==> src/rtl/zrb_uart_pkg.sv <==
// Shared types, parity-mode constants and elaboration helpers for the extended UART receiver.
package zrb_uart_pkg;

    typedef enum logic [2:0] {
        ST_IDLE     = 3'd0,
        ST_START    = 3'd1,
        ST_DATA     = 3'd2,
        ST_PARITY   = 3'd3,
        ST_STOP     = 3'd4,
        ST_BRK_WAIT = 3'd5
    } state_t;

    localparam logic [1:0] PAR_NONE = 2'd0;
    localparam logic [1:0] PAR_EVEN = 2'd1;
    localparam logic [1:0] PAR_ODD  = 2'd2;

    // Unknown parity strings fall back to no parity.
    function automatic logic [1:0] par_decode(input string mode);
        if (mode == "EVEN") return PAR_EVEN;
        if (mode == "ODD")  return PAR_ODD;
        return PAR_NONE;
    endfunction

    function automatic int unsigned frame_len(input int unsigned data_bits,
                                              input logic        par_en,
                                              input int unsigned stop_bits);
        return 32'(1) + data_bits + (par_en ? 32'(1) : 32'(0)) + stop_bits;
    endfunction

    function automatic logic os_legal(input int unsigned os);
        return (os >= 32'(8)) && (os <= 32'(32)) && ((os & (os - 32'(1))) == 32'(0));
    endfunction

endpackage

==> src/rtl/zrb_uart_rx_ext_if.sv <==
// Receiver-side signal bundle: serial line and oversample tick in, received word and status out.
interface zrb_uart_rx_ext_if #(
    parameter int unsigned DATA_BITS = 8
);
    logic                 clk_en;
    logic                 rx;
    logic [DATA_BITS-1:0] data_out;
    logic                 valid;
    logic                 parity_err;
    logic                 frame_err;
    logic                 break_det;
    logic                 busy;

    modport master (
        output clk_en, rx,
        input  data_out, valid, parity_err, frame_err, break_det, busy
    );

    modport slave (
        input  clk_en, rx,
        output data_out, valid, parity_err, frame_err, break_det, busy
    );
endinterface

==> src/rtl/zrb_uart_bit_sampler.sv <==
// Oversample tick counter and bit-centre sampler; ZRB_UART_RX_MAJORITY_EN selects a 2-of-3 vote
// around the centre instead of a single sample.
module zrb_uart_bit_sampler #(
    parameter int unsigned OVERSAMPLE = 16
) (
    input  logic clk,
    input  logic reset,
    input  logic i_clk_en,
    input  logic i_clear,
    input  logic i_rx,
    output logic o_strobe_c,
    output logic o_bit_c
);
    localparam int unsigned CNT_W = $clog2(OVERSAMPLE);
    localparam int unsigned MID   = OVERSAMPLE / 2;

    logic [CNT_W-1:0] r_cnt;

    // Free-running modulo-OVERSAMPLE phase, realigned to the start edge.
    always_ff @(posedge clk) begin
        if (reset) begin
            r_cnt <= '0;
        end else if (i_clear) begin
            r_cnt <= '0;
        end else if (i_clk_en) begin
            r_cnt <= r_cnt + CNT_W'(1);
        end
    end

`ifdef ZRB_UART_RX_MAJORITY_EN
    logic r_s0;
    logic r_s1;

    always_ff @(posedge clk) begin
        if (reset) begin
            r_s0 <= 1'b1;
            r_s1 <= 1'b1;
        end else if (i_clk_en) begin
            if (r_cnt == CNT_W'(MID - 2)) r_s0 <= i_rx;
            if (r_cnt == CNT_W'(MID - 1)) r_s1 <= i_rx;
        end
    end

    assign o_strobe_c = i_clk_en && (r_cnt == CNT_W'(MID));
    assign o_bit_c    = (r_s0 & r_s1) | (r_s0 & i_rx) | (r_s1 & i_rx);
`else
    assign o_strobe_c = i_clk_en && (r_cnt == CNT_W'(MID - 1));
    assign o_bit_c    = i_rx;
`endif

endmodule

==> src/rtl/zrb_uart_rx_ext.sv <==
// Parametrised UART receiver with parity, framing and break detection and false-start rejection.
// Optional ZRB_UART_RX_MAJORITY_EN enables 2-of-3 majority sampling in zrb_uart_bit_sampler.
module zrb_uart_rx_ext
    import zrb_uart_pkg::*;
#(
    parameter int unsigned DATA_BITS  = 8,
    parameter string       PARITY     = "NO",
    parameter int unsigned STOP_BITS  = 1,
    parameter int unsigned OVERSAMPLE = 16
) (
    input  logic             clk,
    input  logic             reset,
    zrb_uart_rx_ext_if.slave rx_if
);
    localparam logic [1:0]  PMODE     = par_decode(PARITY);
    localparam logic        PAR_EN    = (PMODE != PAR_NONE);
    localparam int unsigned FRAME_LEN = frame_len(DATA_BITS, PAR_EN, STOP_BITS);
    localparam int unsigned CNT_W     = $clog2(FRAME_LEN + 1);

    if (!os_legal(OVERSAMPLE)) begin : g_bad_os
        $error("zrb_uart_rx_ext: OVERSAMPLE must be a power of two in 8..32");
    end
    if (DATA_BITS < 5 || DATA_BITS > 9) begin : g_bad_db
        $error("zrb_uart_rx_ext: DATA_BITS must be 5..9");
    end
    if (STOP_BITS < 1 || STOP_BITS > 2) begin : g_bad_sb
        $error("zrb_uart_rx_ext: STOP_BITS must be 1 or 2");
    end

    state_t               r_state;
    logic [CNT_W-1:0]     r_bit_cnt;
    logic [DATA_BITS-1:0] r_shift;
    logic                 r_par_err;
    logic                 r_frm_err;
    logic                 r_all_zero;
    logic                 r_edge_pend;
    logic                 r_rx_meta;
    logic                 r_rx_sync;
    logic                 r_rx_sync_d;
    logic [DATA_BITS-1:0] r_data;
    logic                 r_valid;
    logic                 r_perr_o;
    logic                 r_ferr_o;
    logic                 r_brk_o;
    logic                 r_busy;

    logic w_fall;
    logic w_start;
    logic w_strobe;
    logic w_bit;
    logic w_par_exp;
    logic w_frm_next;
    logic w_zero_next;

    // Two-flop synchroniser plus one delay stage for falling-edge detection.
    always_ff @(posedge clk) begin
        if (reset) begin
            r_rx_meta   <= 1'b1;
            r_rx_sync   <= 1'b1;
            r_rx_sync_d <= 1'b1;
        end else begin
            r_rx_meta   <= rx_if.rx;
            r_rx_sync   <= r_rx_meta;
            r_rx_sync_d <= r_rx_sync;
        end
    end

    assign w_fall      = r_rx_sync_d & ~r_rx_sync;
    assign w_start     = (r_state == ST_IDLE) && (w_fall || r_edge_pend);
    assign w_par_exp   = (^r_shift) ^ (PMODE == PAR_ODD);
    assign w_frm_next  = r_frm_err | ~w_bit;
    assign w_zero_next = r_all_zero & ~w_bit;

    zrb_uart_bit_sampler #(
        .OVERSAMPLE (OVERSAMPLE)
    ) u_sampler (
        .clk        (clk),
        .reset      (reset),
        .i_clk_en   (rx_if.clk_en),
        .i_clear    (w_start),
        .i_rx       (r_rx_sync),
        .o_strobe_c (w_strobe),
        .o_bit_c    (w_bit)
    );

    // Frame FSM; a start edge seen on the valid cycle is carried into IDLE by r_edge_pend.
    always_ff @(posedge clk) begin
        if (reset) begin
            r_state     <= ST_IDLE;
            r_bit_cnt   <= '0;
            r_shift     <= '0;
            r_par_err   <= 1'b0;
            r_frm_err   <= 1'b0;
            r_all_zero  <= 1'b0;
            r_edge_pend <= 1'b0;
            r_data      <= '0;
            r_valid     <= 1'b0;
            r_perr_o    <= 1'b0;
            r_ferr_o    <= 1'b0;
            r_brk_o     <= 1'b0;
            r_busy      <= 1'b0;
        end else begin
            r_valid     <= 1'b0;
            r_edge_pend <= 1'b0;
            r_busy      <= (r_state != ST_IDLE);
            case (r_state)
                ST_IDLE: begin
                    if (w_start) r_state <= ST_START;
                end
                ST_START: begin
                    if (w_strobe) begin
                        if (w_bit) begin
                            r_state <= ST_IDLE;
                        end else begin
                            r_state    <= ST_DATA;
                            r_bit_cnt  <= CNT_W'(1);
                            r_par_err  <= 1'b0;
                            r_frm_err  <= 1'b0;
                            r_all_zero <= 1'b1;
                        end
                    end
                end
                ST_DATA: begin
                    if (w_strobe) begin
                        r_shift    <= {w_bit, r_shift[DATA_BITS-1:1]};
                        r_all_zero <= w_zero_next;
                        r_bit_cnt  <= r_bit_cnt + CNT_W'(1);
                        if (r_bit_cnt == CNT_W'(DATA_BITS)) begin
                            r_state <= PAR_EN ? ST_PARITY : ST_STOP;
                        end
                    end
                end
                ST_PARITY: begin
                    if (w_strobe) begin
                        r_par_err  <= (w_bit != w_par_exp);
                        r_all_zero <= w_zero_next;
                        r_bit_cnt  <= r_bit_cnt + CNT_W'(1);
                        r_state    <= ST_STOP;
                    end
                end
                ST_STOP: begin
                    if (w_strobe) begin
                        if (r_bit_cnt == CNT_W'(FRAME_LEN - 1)) begin
                            r_valid     <= 1'b1;
                            r_data      <= r_shift;
                            r_perr_o    <= r_par_err;
                            r_ferr_o    <= w_frm_next;
                            r_brk_o     <= w_zero_next;
                            r_edge_pend <= w_fall;
                            r_state     <= w_zero_next ? ST_BRK_WAIT : ST_IDLE;
                        end else begin
                            r_frm_err  <= w_frm_next;
                            r_all_zero <= w_zero_next;
                            r_bit_cnt  <= r_bit_cnt + CNT_W'(1);
                        end
                    end
                end
                ST_BRK_WAIT: begin
                    if (r_rx_sync) r_state <= ST_IDLE;
                end
                default: r_state <= ST_IDLE;
            endcase
        end
    end

    assign rx_if.data_out   = r_data;
    assign rx_if.valid      = r_valid;
    assign rx_if.parity_err = r_perr_o;
    assign rx_if.frame_err  = r_ferr_o;
    assign rx_if.break_det  = r_brk_o;
    assign rx_if.busy       = r_busy;

endmodule

==> src/flat_wrapper.sv <==
// flat-port wrapper written by rule: the top's interface ports become plain ports
module zrb_uart_rx_ext_flat import zrb_uart_pkg::*;
#(
    parameter int unsigned DATA_BITS  = 8,
    parameter string       PARITY     = "  ",
    parameter int unsigned STOP_BITS  = 1,
    parameter int unsigned OVERSAMPLE = 16
)
  (clk, reset, rx_if_clk_en, rx_if_rx, rx_if_data_out, rx_if_valid, rx_if_parity_err, rx_if_frame_err, rx_if_break_det, rx_if_busy);
  zrb_uart_rx_ext_if #(.DATA_BITS(DATA_BITS)) rx_if_i ();
  input  logic clk;
  input  logic reset;
  input wire logic [$bits(rx_if_i.clk_en)-1:0] rx_if_clk_en;
  input wire logic [$bits(rx_if_i.rx)-1:0] rx_if_rx;
  output wire logic [$bits(rx_if_i.data_out)-1:0] rx_if_data_out;
  output wire logic [$bits(rx_if_i.valid)-1:0] rx_if_valid;
  output wire logic [$bits(rx_if_i.parity_err)-1:0] rx_if_parity_err;
  output wire logic [$bits(rx_if_i.frame_err)-1:0] rx_if_frame_err;
  output wire logic [$bits(rx_if_i.break_det)-1:0] rx_if_break_det;
  output wire logic [$bits(rx_if_i.busy)-1:0] rx_if_busy;
  assign rx_if_i.clk_en = rx_if_clk_en;
  assign rx_if_i.rx = rx_if_rx;
  assign rx_if_data_out = rx_if_i.data_out;
  assign rx_if_valid = rx_if_i.valid;
  assign rx_if_parity_err = rx_if_i.parity_err;
  assign rx_if_frame_err = rx_if_i.frame_err;
  assign rx_if_break_det = rx_if_i.break_det;
  assign rx_if_busy = rx_if_i.busy;
  zrb_uart_rx_ext #(.DATA_BITS(DATA_BITS), .PARITY(PARITY), .STOP_BITS(STOP_BITS), .OVERSAMPLE(OVERSAMPLE)) u_core (.clk(clk), .reset(reset), .rx_if(rx_if_i));
endmodule
==> config.mk <==
export PLATFORM = sky130hd
export DESIGN_NAME = zrb_uart_rx_ext_flat
export DESIGN_NICKNAME = d
export VERILOG_FILES = /design/src/rtl/zrb_uart_pkg.sv /design/src/rtl/zrb_uart_rx_ext_if.sv /design/src/rtl/zrb_uart_bit_sampler.sv /design/src/rtl/zrb_uart_rx_ext.sv /design/src/flat_wrapper.sv
export SDC_FILE = /design/constraint.sdc
export NUM_CORES = 1
export LEC_CHECK = 0
export CAP_MARGIN = 25
export CORE_MARGIN = 2
export CORE_UTILIZATION = 40
export DETAILED_ROUTE_END_ITERATION = 8
export HOLD_SLACK_MARGIN = 0.05
export PLACE_DENSITY = 0.67
export SYNTH_ARGS = -nofsm -noshare
export SYNTH_HDL_FRONTEND = slang
export SYNTH_SLANG_ARGS = --single-unit
==> constraint.sdc <==
create_clock -name clk -period 3.2 [get_ports clk]
set_input_delay 0.64 -clock clk [delete_from_list [all_inputs] [get_ports clk]]
set_output_delay 0.64 -clock clk [all_outputs]
set_load 0.1 [all_outputs]
==> metrics.txt <==
outcome complete, no violations; syn avg cell area 9.053 sq um; Crit path required time 3.41 ns; Worst setup EP type flip-flop; number of global-route vias before repair 1277; CP max stage cell clkdlybuf4s50_1; Pwr Total approximately 0.00089 W; antenna violations before repair 0; fillers 404; Non-Filler Instances 258; Die Ht 69.75 microns; setup slack after layout between 0.9 and 1 ns; worst r2r dst u_core.r_bit_cnt[3]; Max Cap Viol 0; WL per Instance 12.44 microns; Total Routing Usage GR 15.12%; Routed Antenna Nets 0; Pleak between 0.8 and 0.9 nW; YS warnings 0; post-synth net total 199; Initial Util 42.31%; met3 WL approximately 120 microns; critical path launch point rx_if_clk_en; post-synthesis cell count 191; pin count of the biggest net entering global routing 22; GPL Wtd Cong 0.8303; worst r2r path cells 5; drt first-iter violations 70; slowest stage delay, CP 0.57 ns; clk sinks 39; IO Pins 17; sequential-to-total area share from yosys stat 45.15%; Vias 1326; Core Area 0.004086 sq mm; footprint of the multi-input gates 879.6 sq um; share of the synthesized area in the top cell type 45.15%; most frequent cells in the layout dfxtp_1 (39), nand2_1 (26), a21oi_1 (21); clock latency on the worst-skew pair 0.29 ns; Tcrit/Tclk final 71.76%; register area ~800 sq um; # DRC 0; crit path DAT ~2.5 ns; Net count, final 215; peak supply drop around 0.27 mV; Worst-Margin Slew 0.7540 ns; Num CTS Buffers 5; register bit total from synthesis 39; die area 0.004865 sq mm; postcts setup bufs 0; RSZ-0062 raised after global routing no; Worst Skew around 0.0022 ns; via/cell ratio around 5.1; Area growth syn-to-layout 14.33%; Initial DRT Pass Iterations 8; Yosys cell types 40; first-pass GRT wire length 5920 microns; WL met2 1483 microns; Final Hold Fails 0; setup slack at placement between 0.5 and 0.6 ns; Reg clk slew, reported paths around 0.07 ns; R2R setup slack 1.30 ns; final setup vio count 0; row cnt 23; DRT met1 WL 1538 microns; Routed WL between 3000 and 4000 microns; Hold Crit Start u_core.r_rx_meta; CP Max Fanout 9; die width 69.75 microns; clk buf depth 2; CP delay by family, top simple AND/OR/NAND/NOR gates; max frequency ~440 MHz; power density cells between 400 and 500 mW/mm^2; top area cells in the synthesized netlist dfxtp_1 (45%), a21oi_1 (6.1%), mux2i_1 (5.8%); H-tree depth 2; share of cells above drive strength 1 17.79%; CP startpoint kind input pin; diode count 0; DP Area 0.001892 sq mm; Root Buffer Master clkbuf_8; RR Startpoint u_core.r_state[1]; detailed-placement wirelength estimate 2270 microns; Worst Hold Endpoint u_core.r_rx_sync; Finished Cell Area 0.001977 sq mm; post_cts resized 0; number of port buffers 16; clock period minus final worst setup slack 2.296 ns; Final Slew Violations 0; Synth Cell Area 0.001729 sq mm; commonest non-fill, non-tap cell in the layout dfxtp_1; Crit path buffers/inverters 1; Max Used Layer met4; dpl cells 250; crit-path cells clkdlybuf4s50_1, nand2_1, nor3b_4, o21ai_4, or4_1, a21oi_1; gr ovfl total 0; Hold Crit Depth 1; slew margin rel. about half; CTS Hold Bufs 0; Hold Path Class flip-flop to flip-flop; final setup TNS 0 ns; Setup Crit Path Kind input pin to flip-flop; CTS tree built; Synth area leader dfxtp_1
[through the flow]
stage,hold slack (ns),utilization [%]
after floorplan,0.3895,-
after detailed placement,0.3941,46.30
after global placement,0.3934,46.30
final,0.4108,48.38
after CTS,0.4129,48.38
after global routing,0.4217,48.38
[Yosys cell counts]
cell type / n
a211oi_1: 1
a21boi_2: 1
a21oi_1: 21
a31o_2: 1
a32oi_1: 1
buf_1: 1
buf_2: 1
buf_6: 1
clkbuf_1: 6
dfxtp_1: 39
ha_1: 4
inv_1: 7
mux2i_1: 10
nand2_1: 26
nand2b_1: 1
nand3_1: 3
nand3b_1: 1
nand4_1: 1
nand4_2: 1
nand4b_1: 2
nor2_1: 17
nor2b_1: 3
nor2b_4: 1
nor3_1: 5
nor3b_4: 1
o2111ai_1: 1
o211ai_1: 3
o21ai_0: 6
o21ai_4: 1
or2_2: 4
or2b_1: 1
or3_1: 1
or3_2: 3
or3b_2: 1
or3b_4: 1
or4_1: 2
or4b_1: 1
xnor2_1: 5
xnor3_1: 1
xor2_1: 4
[worst reg2reg max path: cells and delay by family (launching register included)]
kind	cells	cell delay, ns
compound gates	2	0.23
flops	1	0.45
simple gates	3	1.14
[worst max path at each step]
stage	to	slack [ns]	depth (start not counted)
3_5_place_dp	u_core.r_bit_cnt[3]	0.60	6
5_1_grt	u_core.r_bit_cnt[2]	0.75	6
4_1_cts	u_core.r_bit_cnt[3]	0.91	6
2_1_floorplan	u_core.r_bit_cnt[3]	1.36	5
6_report	u_core.r_bit_cnt[3]	0.90	6
3_3_place_gp	u_core.r_bit_cnt[3]	0.64	6
[per-layer routing]
| metal | vias up | global-route usage [%] |
|---|---|---|
| met5 | - | 0 |
| met4 | 0 | 6.410 |
| met3 | 6 | 4.506 |
| met2 | 19 | 24.04 |
| met1 | 620 | 19.06 |
| li1 | 681 | - |
[where the power goes]
| part | total [W] | switching [W] | leakage [nW] | internal [W] |
|---|---|---|---|---|
| logic | 0.0000643 | 0.0000381 | 0.456 | 0.0000262 |
| registers | 0.000502 | 0.00000896 | 0.315 | 0.000493 |
| clock network | 0.000324 | 0.000172 | 0.0412 | 0.000152 |
| total | 0.000890 | 0.000219 | 0.812 | 0.000671 |
[final cells by class]
cell class | instances | area share (%)
repair buffers | 18 | 7.215
flip-flops and latches | 39 | 39.49
clock inverters | 2 | 0.6329
inverters | 7 | 1.329
well taps | 50 | 3.165
clock buffers | 6 | 3.671
multi-input cells | 136 | 44.49
[sequential cells by signal, summed over array words and instances, names as in the netlist]
signal                   flops
u_core.r_all_zero            1
u_core.r_edge_pend           1
u_core.rx_if.busy            1
u_core.u_sampler.r_cnt       4
u_core.rx_if.parity_err      1
u_core.r_bit_cnt             4
u_core.rx_if.break_det       1
u_core.r_rx_meta             1
u_core.rx_if.data_out        8
u_core.r_rx_sync             1
u_core.r_par_err             1
u_core.r_shift               8
u_core.r_rx_sync_d           1
u_core.r_state               3
u_core.rx_if.frame_err       1
u_core.rx_if.valid           1
u_core.r_frm_err             1
[cells by family (layout without fill, tap and decap cells)]
group | Yosys count | in the layout | share of synthesized area [%]
fa+ha+maj | 4 | 4 | 2.894
compound gates | 36 | 36 | 12.66
buf+inv | 16 | 33 | 3.979
mux | 10 | 10 | 5.789
xor+xnor | 10 | 10 | 5.861
simple gates | 76 | 76 | 23.66
flops | 39 | 39 | 45.15
Note: power is estimated with default switching activity, not from simulation.
